### config.mk
export PLATFORM = sky130hd
export DESIGN_NAME = dot_arbiter
export DESIGN_NICKNAME = d
export VERILOG_FILES = /design/src/rtl/dot_arbiter.sv
export SDC_FILE = /design/constraint.sdc
export NUM_CORES = 1
export LEC_CHECK = 0
export BUFFER_PORTS_ARGS = -buffer_cell sky130_fd_sc_hd__clkbuf_2
export CORE_AREA = 2 2 528 530
export DETAILED_ROUTE_END_ITERATION = 7
export DIE_AREA = 0 0 530 532
export SYNTH_ARGS = -nofsm -noshare
export SYNTH_HDL_FRONTEND = slang
export SYNTH_SLANG_ARGS = --single-unit
### constraint.sdc
create_clock -name clk -period 5.8 [get_ports clk]
set_input_delay 0.58 -clock clk [delete_from_list [all_inputs] [get_ports clk]]
set_output_delay 0.58 -clock clk [all_outputs]
set_load 0.01 [all_outputs]
### src/rtl/dot_arbiter.sv
// Round-robin arbiter sharing one matrix_dot engine among NUM_REQ requesters.
// Define DOT_TIMEOUT_EN to add a WAIT-state watchdog that answers with resp_err=1.
module dot_arbiter #(
  parameter int NUM_REQ        = 4,
  parameter int START_HOLD     = 4,
  parameter int RECOVER_CYCLES = 4,
  parameter int TIMEOUT_CYCLES = 1024
) (
  input  logic                   clk,
  input  logic                   rst,
  input  logic [NUM_REQ-1:0]     req,
  input  logic [NUM_REQ*128-1:0] req_a,
  input  logic [NUM_REQ*128-1:0] req_b,
  output logic [NUM_REQ-1:0]     gnt,
  output logic [NUM_REQ-1:0]     resp_valid,
  output logic [31:0]            resp_data,
  output logic                   resp_err,
  output logic                   busy,
  output logic                   dot_start,
  output logic [127:0]           dot_a,
  output logic [127:0]           dot_b,
  input  logic [31:0]            dot_c,
  input  logic                   dot_done,
  output logic                   dot_rst_n
);

  localparam logic [2:0] S_IDLE    = 3'd0;
  localparam logic [2:0] S_START   = 3'd1;
  localparam logic [2:0] S_WAIT    = 3'd2;
  localparam logic [2:0] S_RESP    = 3'd3;
  localparam logic [2:0] S_RECOVER = 3'd4;

  localparam int IDX_W   = (NUM_REQ > 1) ? $clog2(NUM_REQ) : 1;
  localparam int MAX_SR  = (START_HOLD > RECOVER_CYCLES) ? START_HOLD : RECOVER_CYCLES;
  localparam int CNT_MAX = (TIMEOUT_CYCLES > MAX_SR) ? TIMEOUT_CYCLES : MAX_SR;
  localparam int CNT_W   = $clog2(CNT_MAX + 1);

  logic [2:0]       state;
  logic [CNT_W-1:0] cnt;
  logic [IDX_W-1:0] rr_ptr;
  logic [IDX_W-1:0] gnt_idx;
  logic [IDX_W-1:0] pick_idx;
  logic             pick_any;
  logic [127:0]     a_arr [NUM_REQ];
  logic [127:0]     b_arr [NUM_REQ];

  always_comb begin
    for (int k = 0; k < NUM_REQ; k++) begin
      a_arr[k] = req_a[k*128 +: 128];
      b_arr[k] = req_b[k*128 +: 128];
    end
  end

  // Scan from farthest to nearest so the requester closest to rr_ptr wins.
  always_comb begin
    int j;
    logic [IDX_W-1:0] j_idx;
    j        = 0;
    j_idx    = '0;
    pick_any = 1'b0;
    pick_idx = '0;
    for (int i = NUM_REQ - 1; i >= 0; i--) begin
      j = int'(rr_ptr) + i;
      if (j >= NUM_REQ) j = j - NUM_REQ;
      j_idx = IDX_W'(j);
      if (req[j_idx]) begin
        pick_any = 1'b1;
        pick_idx = j_idx;
      end
    end
  end

  assign busy = (state != S_IDLE);

  always_ff @(posedge clk) begin
    if (rst) begin
      state      <= S_IDLE;
      cnt        <= '0;
      rr_ptr     <= '0;
      gnt_idx    <= '0;
      gnt        <= '0;
      resp_valid <= '0;
      resp_data  <= '0;
      dot_start  <= 1'b0;
      dot_a      <= '0;
      dot_b      <= '0;
      dot_rst_n  <= 1'b0;
`ifdef DOT_TIMEOUT_EN
      resp_err   <= 1'b0;
`endif
    end else begin
      resp_valid <= '0;
      dot_rst_n  <= 1'b1;
      case (state)
        S_IDLE: begin
          if (pick_any) begin
            gnt       <= NUM_REQ'(1) << pick_idx;
            gnt_idx   <= pick_idx;
            dot_a     <= a_arr[pick_idx];
            dot_b     <= b_arr[pick_idx];
            dot_start <= 1'b1;
            cnt       <= '0;
            state     <= S_START;
          end
        end
        S_START: begin
          if (cnt == CNT_W'(START_HOLD - 1)) begin
            dot_start <= 1'b0;
            cnt       <= '0;
            state     <= S_WAIT;
          end else begin
            cnt <= cnt + 1'b1;
          end
        end
        S_WAIT: begin
          if (dot_done) begin
            resp_data  <= dot_c;
            resp_valid <= gnt;
`ifdef DOT_TIMEOUT_EN
            resp_err   <= 1'b0;
`endif
            state      <= S_RESP;
          end
`ifdef DOT_TIMEOUT_EN
          else if (cnt == CNT_W'(TIMEOUT_CYCLES - 1)) begin
            resp_data  <= '0;
            resp_valid <= gnt;
            resp_err   <= 1'b1;
            state      <= S_RESP;
          end else begin
            cnt <= cnt + 1'b1;
          end
`endif
        end
        S_RESP: begin
          gnt       <= '0;
          rr_ptr    <= (gnt_idx == IDX_W'(NUM_REQ - 1)) ? '0 : gnt_idx + 1'b1;
          dot_rst_n <= 1'b0;
          cnt       <= '0;
          state     <= S_RECOVER;
        end
        S_RECOVER: begin
          // dot_rst_n falls back to its default high on the exit edge.
          if (cnt == CNT_W'(RECOVER_CYCLES - 1)) begin
            state <= S_IDLE;
          end else begin
            dot_rst_n <= 1'b0;
            cnt       <= cnt + 1'b1;
          end
        end
        default: state <= S_IDLE;
      endcase
    end
  end

`ifndef DOT_TIMEOUT_EN
  assign resp_err = 1'b0;
`endif

endmodule

======== After elaboration in Yosys (flattened, before gate mapping) ========
Cells that the tools add are included.
storage, ports and cells
  output and inout bits ................... 300
  word-level logic and storage cells ...... 99
  flip-flop bits (word level) ............. 316
operators by class
  reductions and logical operators ........ 12
  mux-type cells .......................... 43
  add/sub/neg operators ................... 9
  order comparisons ....................... 9
  shifts and indexed selects .............. 1
  equality and inequality tests ........... 11
  bitwise gates (word level) .............. 3
operators by type and width
  operator                 number
  $bmux W128 S2            2
  $mux W128                4
  $pmux W11 S4             1
  $mux W11                 3
  $mux W2                  9
  $pmux W3 S5              1
  $ge A3 B3 Y1 const B     4
  $lt A2 B3 Y1 const B     4
  $mux W3                  4
  $add A11 B1 Y11 const B  1
  $eq A11 B2 Y1 const B    1
  $mux W1                  11
  $ne A2 B2 Y1 const B     5
  $bmux W1 S2              4
  $pmux W4 S2              1
  $sub A2 B1 Y2 const B    4
  $add A2 B2 Y3 const B    2
  $eq A3 B2 Y1 const B     2
  $reduce_and A2 Y1        3
  $reduce_and A3 Y1        2
  $mux W4                  1
  $pmux W1 S2              2
  $reduce_and A4 Y1        1
  $reduce_bool A2 Y1       2
  13 further kinds         14

======== Longest topological paths before layout ========
  word-level depth ........................ 13
  depth in mapped cells ................... 9

======== Worst setup path after synthesis ========
OpenSTA, ideal clock, no wires.
  kind .................................... input -> register
  from .................................... in req[0]
  to ...................................... reg cnt[1]
  path buffers ............................ 3
  slack ................................... 3580 ps
  arrival time ............................ 2105 ps
  cell stages on the path ................. 8
  data required time ...................... 5685 ps
  cell sequence ........................... buf_4 or4_4 buf_6 o31a_4 nand2_2 buf_6 mux2i_1 nor2_2
on the way
  longest elaborated chain between the ends .. 8
ends and longest elaborated chain
  element                        line  text
  start, declared                11    input logic [NUM_REQ-1:0] req,
  $bmux W1 S2                    66    if (req[j_idx]) begin
  $mux W1 (not written as such)  66
  $mux W1 (3 in series)          66
  $mux W1 *                      66
  $ne A2 B2 Y1 (no line) *       --
  $reduce_and A3 Y1 (no line) *  --
  end signal, assigned           112   cnt <= cnt + 1'b1;
  end signal, assigned           148   cnt <= cnt + 1'b1;
  end, declared                  39    logic [CNT_W-1:0] cnt;
Mark *: on every way between the ends. The rest lies on a longest branch, timed or not. The select of a mux whose other input is x is not followed.
A chain may end at the register's enable or synchronous reset.

======== Worst setup path after layout ========
  from .................................... reg rr_ptr[1]
  to ...................................... reg dot_a[113]
on the way
  longest elaborated chain between the ends .. 13
ends and longest elaborated chain
  element                                        line  text
  start, declared                                40    logic [IDX_W-1:0] rr_ptr;
  start signal, assigned                         137   rr_ptr <= (gnt_idx == IDX_W'(NUM_REQ - 1)) ? '0 : gnt_idx + 1'b1;
  $add A2 B2 Y3                                  63    j = int'(rr_ptr) + i;
  $ge A3 B3 Y1 or $sub A2 B1 Y2 (tied branches)  64    if (j >= NUM_REQ) j = j - NUM_REQ;
  $mux W2                                        64
  $bmux W1 S2                                    66
  $mux W1 (not written as such)                  66
  $mux W2 (4 in series)                          66
  $not A2 Y3 (not written as such)               99    dot_a <= a_arr[pick_idx];
  $bmux W128 S2                                  99
  $mux W128 (not written as such) (2 in series)  99
  end signal, assigned                           99
  end, declared                                  20    output logic [127:0] dot_a,
Several ways; a longest one is shown, not always the timed one. The select of a mux whose other input is x is not followed.

==> results.cfg <==
[run_status]
outcome = completed

[floorplan]
dieArea_mm2 = 0.282
rows = 193
die_x_um = 530
core_area_mm2 = 0.276
io_pins = 1363
start_util = 0.0721
die_h_um = 532

[power]
power.density_mw_per_mm2 = 245
power.leakage_nw = 13.4
vdd_ir_drop_max_mv = 0.250

[yosys]
syn_area_mm2 = 0.0199
synthArstFlopShare = 0
syn-num-nets = 3535
yosys.area_share.simple = 0.158
synth-compound-area-share = 0.432
synth_top_family_by_area = compound AO/OA/AOI/OAI gates
synth_cell_types = 54
synthAdderAreaFrac = 0.00126
synth-edff-count = 0
synthCells = 2470
synth_xor_area_frac = 0.00220
synth_ff_type = dfxtp_1
synth.avg_cell_area_um2 = 8.06
ys_seq_elements = 316
ys_seq_area_frac = 0.318
muxShareOfSynthArea = 0.00101
ys_warn_count = 0

[critical_path]
path_cells = nand2_1 -> o31ai_4 -> buf_4 -> buf_4 -> a221oi_1 -> buf_4 -> a211oi_1
slowest_delay_ns = 0.72
cp_data_required_time_ns = 6.45
critPathKind = reg -> reg
reg2reg_from = rr_ptr[1]
worstRegToRegCells = 7
worst-path-max-fanout = 36
rrSetupSlack_ns = 2.42
end_kind = register
worst_setup_path_start_kind = register
arrival_ns = 4.03
cp_num_buf_inv = 3
cpMostUsedCell = buf_4
cp_top_family = buffers and inverters
slowest_stage = dfxtp_1
timing.rr.end = dot_a[113]

[detailed_routing]
drt-vias-per-instance = 3.79
routed_wl_mm = 255
ant_nets = 0
num_vias = 28500
drtIter0Drc = 2340
drt_pass1_iterations = 6
drc = 0
post_drt_wl_per_cell_um = 34.0

[grt]
grt_use_met2 = 0.275
first_global_vias = 26800
grt_use_met3 = 0.0920
grt_max_degree = 123
grt_pass1_wl_mm = 312
antenna_found_initial = 313
busiest_layer = met2
met1_usage = 0.182
grt_overflow_total = 0
grt_util_all_layers = 0.173

[final_layout]
area_growth_pct = 65.4
layout_common_cells = clkbuf_2, nand3_1, dfxtp_1
nets = 4728
nFillCells = 32200
layout-drive-gt1-share = 0.450
final_common_cell = clkbuf_2

[cts]
clock_path_buffers = 3
cts_buffers = 51
htree_levels = 2
path_clk_slew_ns = 0.07
numClockSinks = 316
root_buffer = clkbuf_16
clock_latency_ns = 0.72
cts_tree = yes
cts_resized = 0

[placed_design]
place_ws_ns = 2.02
port_buffers = 1361
gp_congestion = 0.986
hpwl_mm = 218

[sta]
period_share = 0.583
worstMarginPinSlew_ns = 1.07
clock.fmax_mhz = 296
finalMaxSlewViolations = 0
maxSlewHeadroom = 0.286
fin_worst_skew_ns = 0.0530
finalSetupTns_ns = 0
grt_setup_unrepaired = no
post-route-min-period_ns = 3.38
final-hold-violation-count = 0
setup_slack_ns = 2.42
setup_viol = 0

[hold_path]
hold_path_class = in -> reg
worstHoldPathCells = 3
hold_end = resp_data[16]
hp-start = dot_c[16]

[flow_run]
maxCapViolations = 0
==> synth_stat cells (all sizes together) (3+ instances only) <==
library cell / count / area, um^2
a211oi: 202 / 1980
a21o: 256 / 1920
a21oi: 51 / 263
a221oi: 200 / 1750
a31oi: 56 / 350
a41oi: 56 / 490
and2: 6 / 40.0
and3: 5 / 31.3
buf: 153 / 1060
clkbuf: 172 / 659
dfxtp: 316 / 6330
nand2: 82 / 318
nand3: 326 / 1630
nor2: 217 / 917
nor2b: 6 / 42.5
nor3: 3 / 15.0
nor4: 3 / 33.8
o21ai: 263 / 1320
o21bai: 59 / 443
o31ai: 3 / 27.5
or3: 3 / 18.8
or4: 4 / 33.8
xor2: 5 / 43.8
==> worst max path at each step <==
stage / start / end / slack (ns) / cells after the start
3_3_place_gp: req[2] / dot_a[113] / 2.02 / 8
3_5_place_dp: req[2] / dot_a[113] / 2.02 / 8
6_report: rr_ptr[1] / dot_a[113] / 2.42 / 7
2_1_floorplan: req[0] / cnt[1] / 3.58 / 8
5_1_grt: rr_ptr[1] / dot_a[113] / 2.12 / 7
4_1_cts: rr_ptr[1] / dot_a[113] / 2.16 / 7
==> final cells by class <==
type | count | area (um^2) | share of cell area
multi-input cells | 1827 | 12000 | 0.363
repair buffers | 1465 | 7960 | 0.242
flip-flops and latches | 316 | 6330 | 0.192
well taps | 3705 | 4640 | 0.141
clock buffers | 70 | 1440 | 0.0437
clock inverters | 22 | 314 | 0.00954
diodes | 108 | 270 | 0.00821
inverters | 2 | 7.51 | 0.000228
==> logic make-up (layout without fill, tap and decap cells) <==
logic type,after synthesis,after routing
DFF,316,316
adders and majority gates,2,2
buffers and inverters,327,1559
and+or+nand+nor,665,665
AOI/OAI and AO/OA,1152,1152
muxes,2,2
other,1,109
xor gates and xnor gates,5,5
==> registers in the layout, summed over array words and instances (netlist names) <==
register	flops
rr_ptr	2
resp_valid	4
gnt_idx	2
dot_start	1
cnt	11
state	3
dot_rst_n	1
resp_data	32
gnt	4
dot_b	128
dot_a	128
==> power breakdown <==
group	internal (mW)	total [mW]	switching (mW)
registers	2.35	2.47	0.123
logic	0.779	2.12	1.34
clock network	1.96	3.47	1.51
total	5.09	8.06	2.97
==> metrics by stage <==
step           total power, mW  cell area, um^2   util  hold slack, ns  std cells
4_1_cts                   8.23            32600  0.118        0.000292       7407
6_report                  8.06            32900  0.119           0.100       7515
3_3_place_gp              4.61            30500  0.111           0.446       7278
2_1_floorplan             3.41            19900      -           0.440       2470
3_5_place_dp              4.61            30500  0.111           0.448       7278
5_1_grt                   8.37            32800  0.119          0.0639       7465
==> worst register-to-register path, stage by stage (launching register included) <==
cell	delay, ns
dfxtp_1	0.72
nand2_1	0.23
o31ai_4	0.68
buf_4	0.47
buf_4	0.52
a221oi_1	0.30
buf_4	0.23
a211oi_1	0.17
==> metal layers <==
| metal | part of all wire | wire [um] | vias up |
|---|---|---|---|
| met5 | 0.0056 | 1440 | - |
| met1 | 0.35 | 89300 | 13500 |
| met2 | 0.44 | 114000 | 2088 |
| li1 | - | - | 12000 |
| met4 | 0.064 | 16400 | 216 |
| met3 | 0.14 | 34700 | 720 |
==> repair_timing <==
| item | CTS | global route |
|---|---|---|
| hold buffers | 37 | 0 |
| buffers inserted | 0 | 0 |
| hold endpoints to repair | 37 | 0 |
Power figures use the tool's default switching activity.
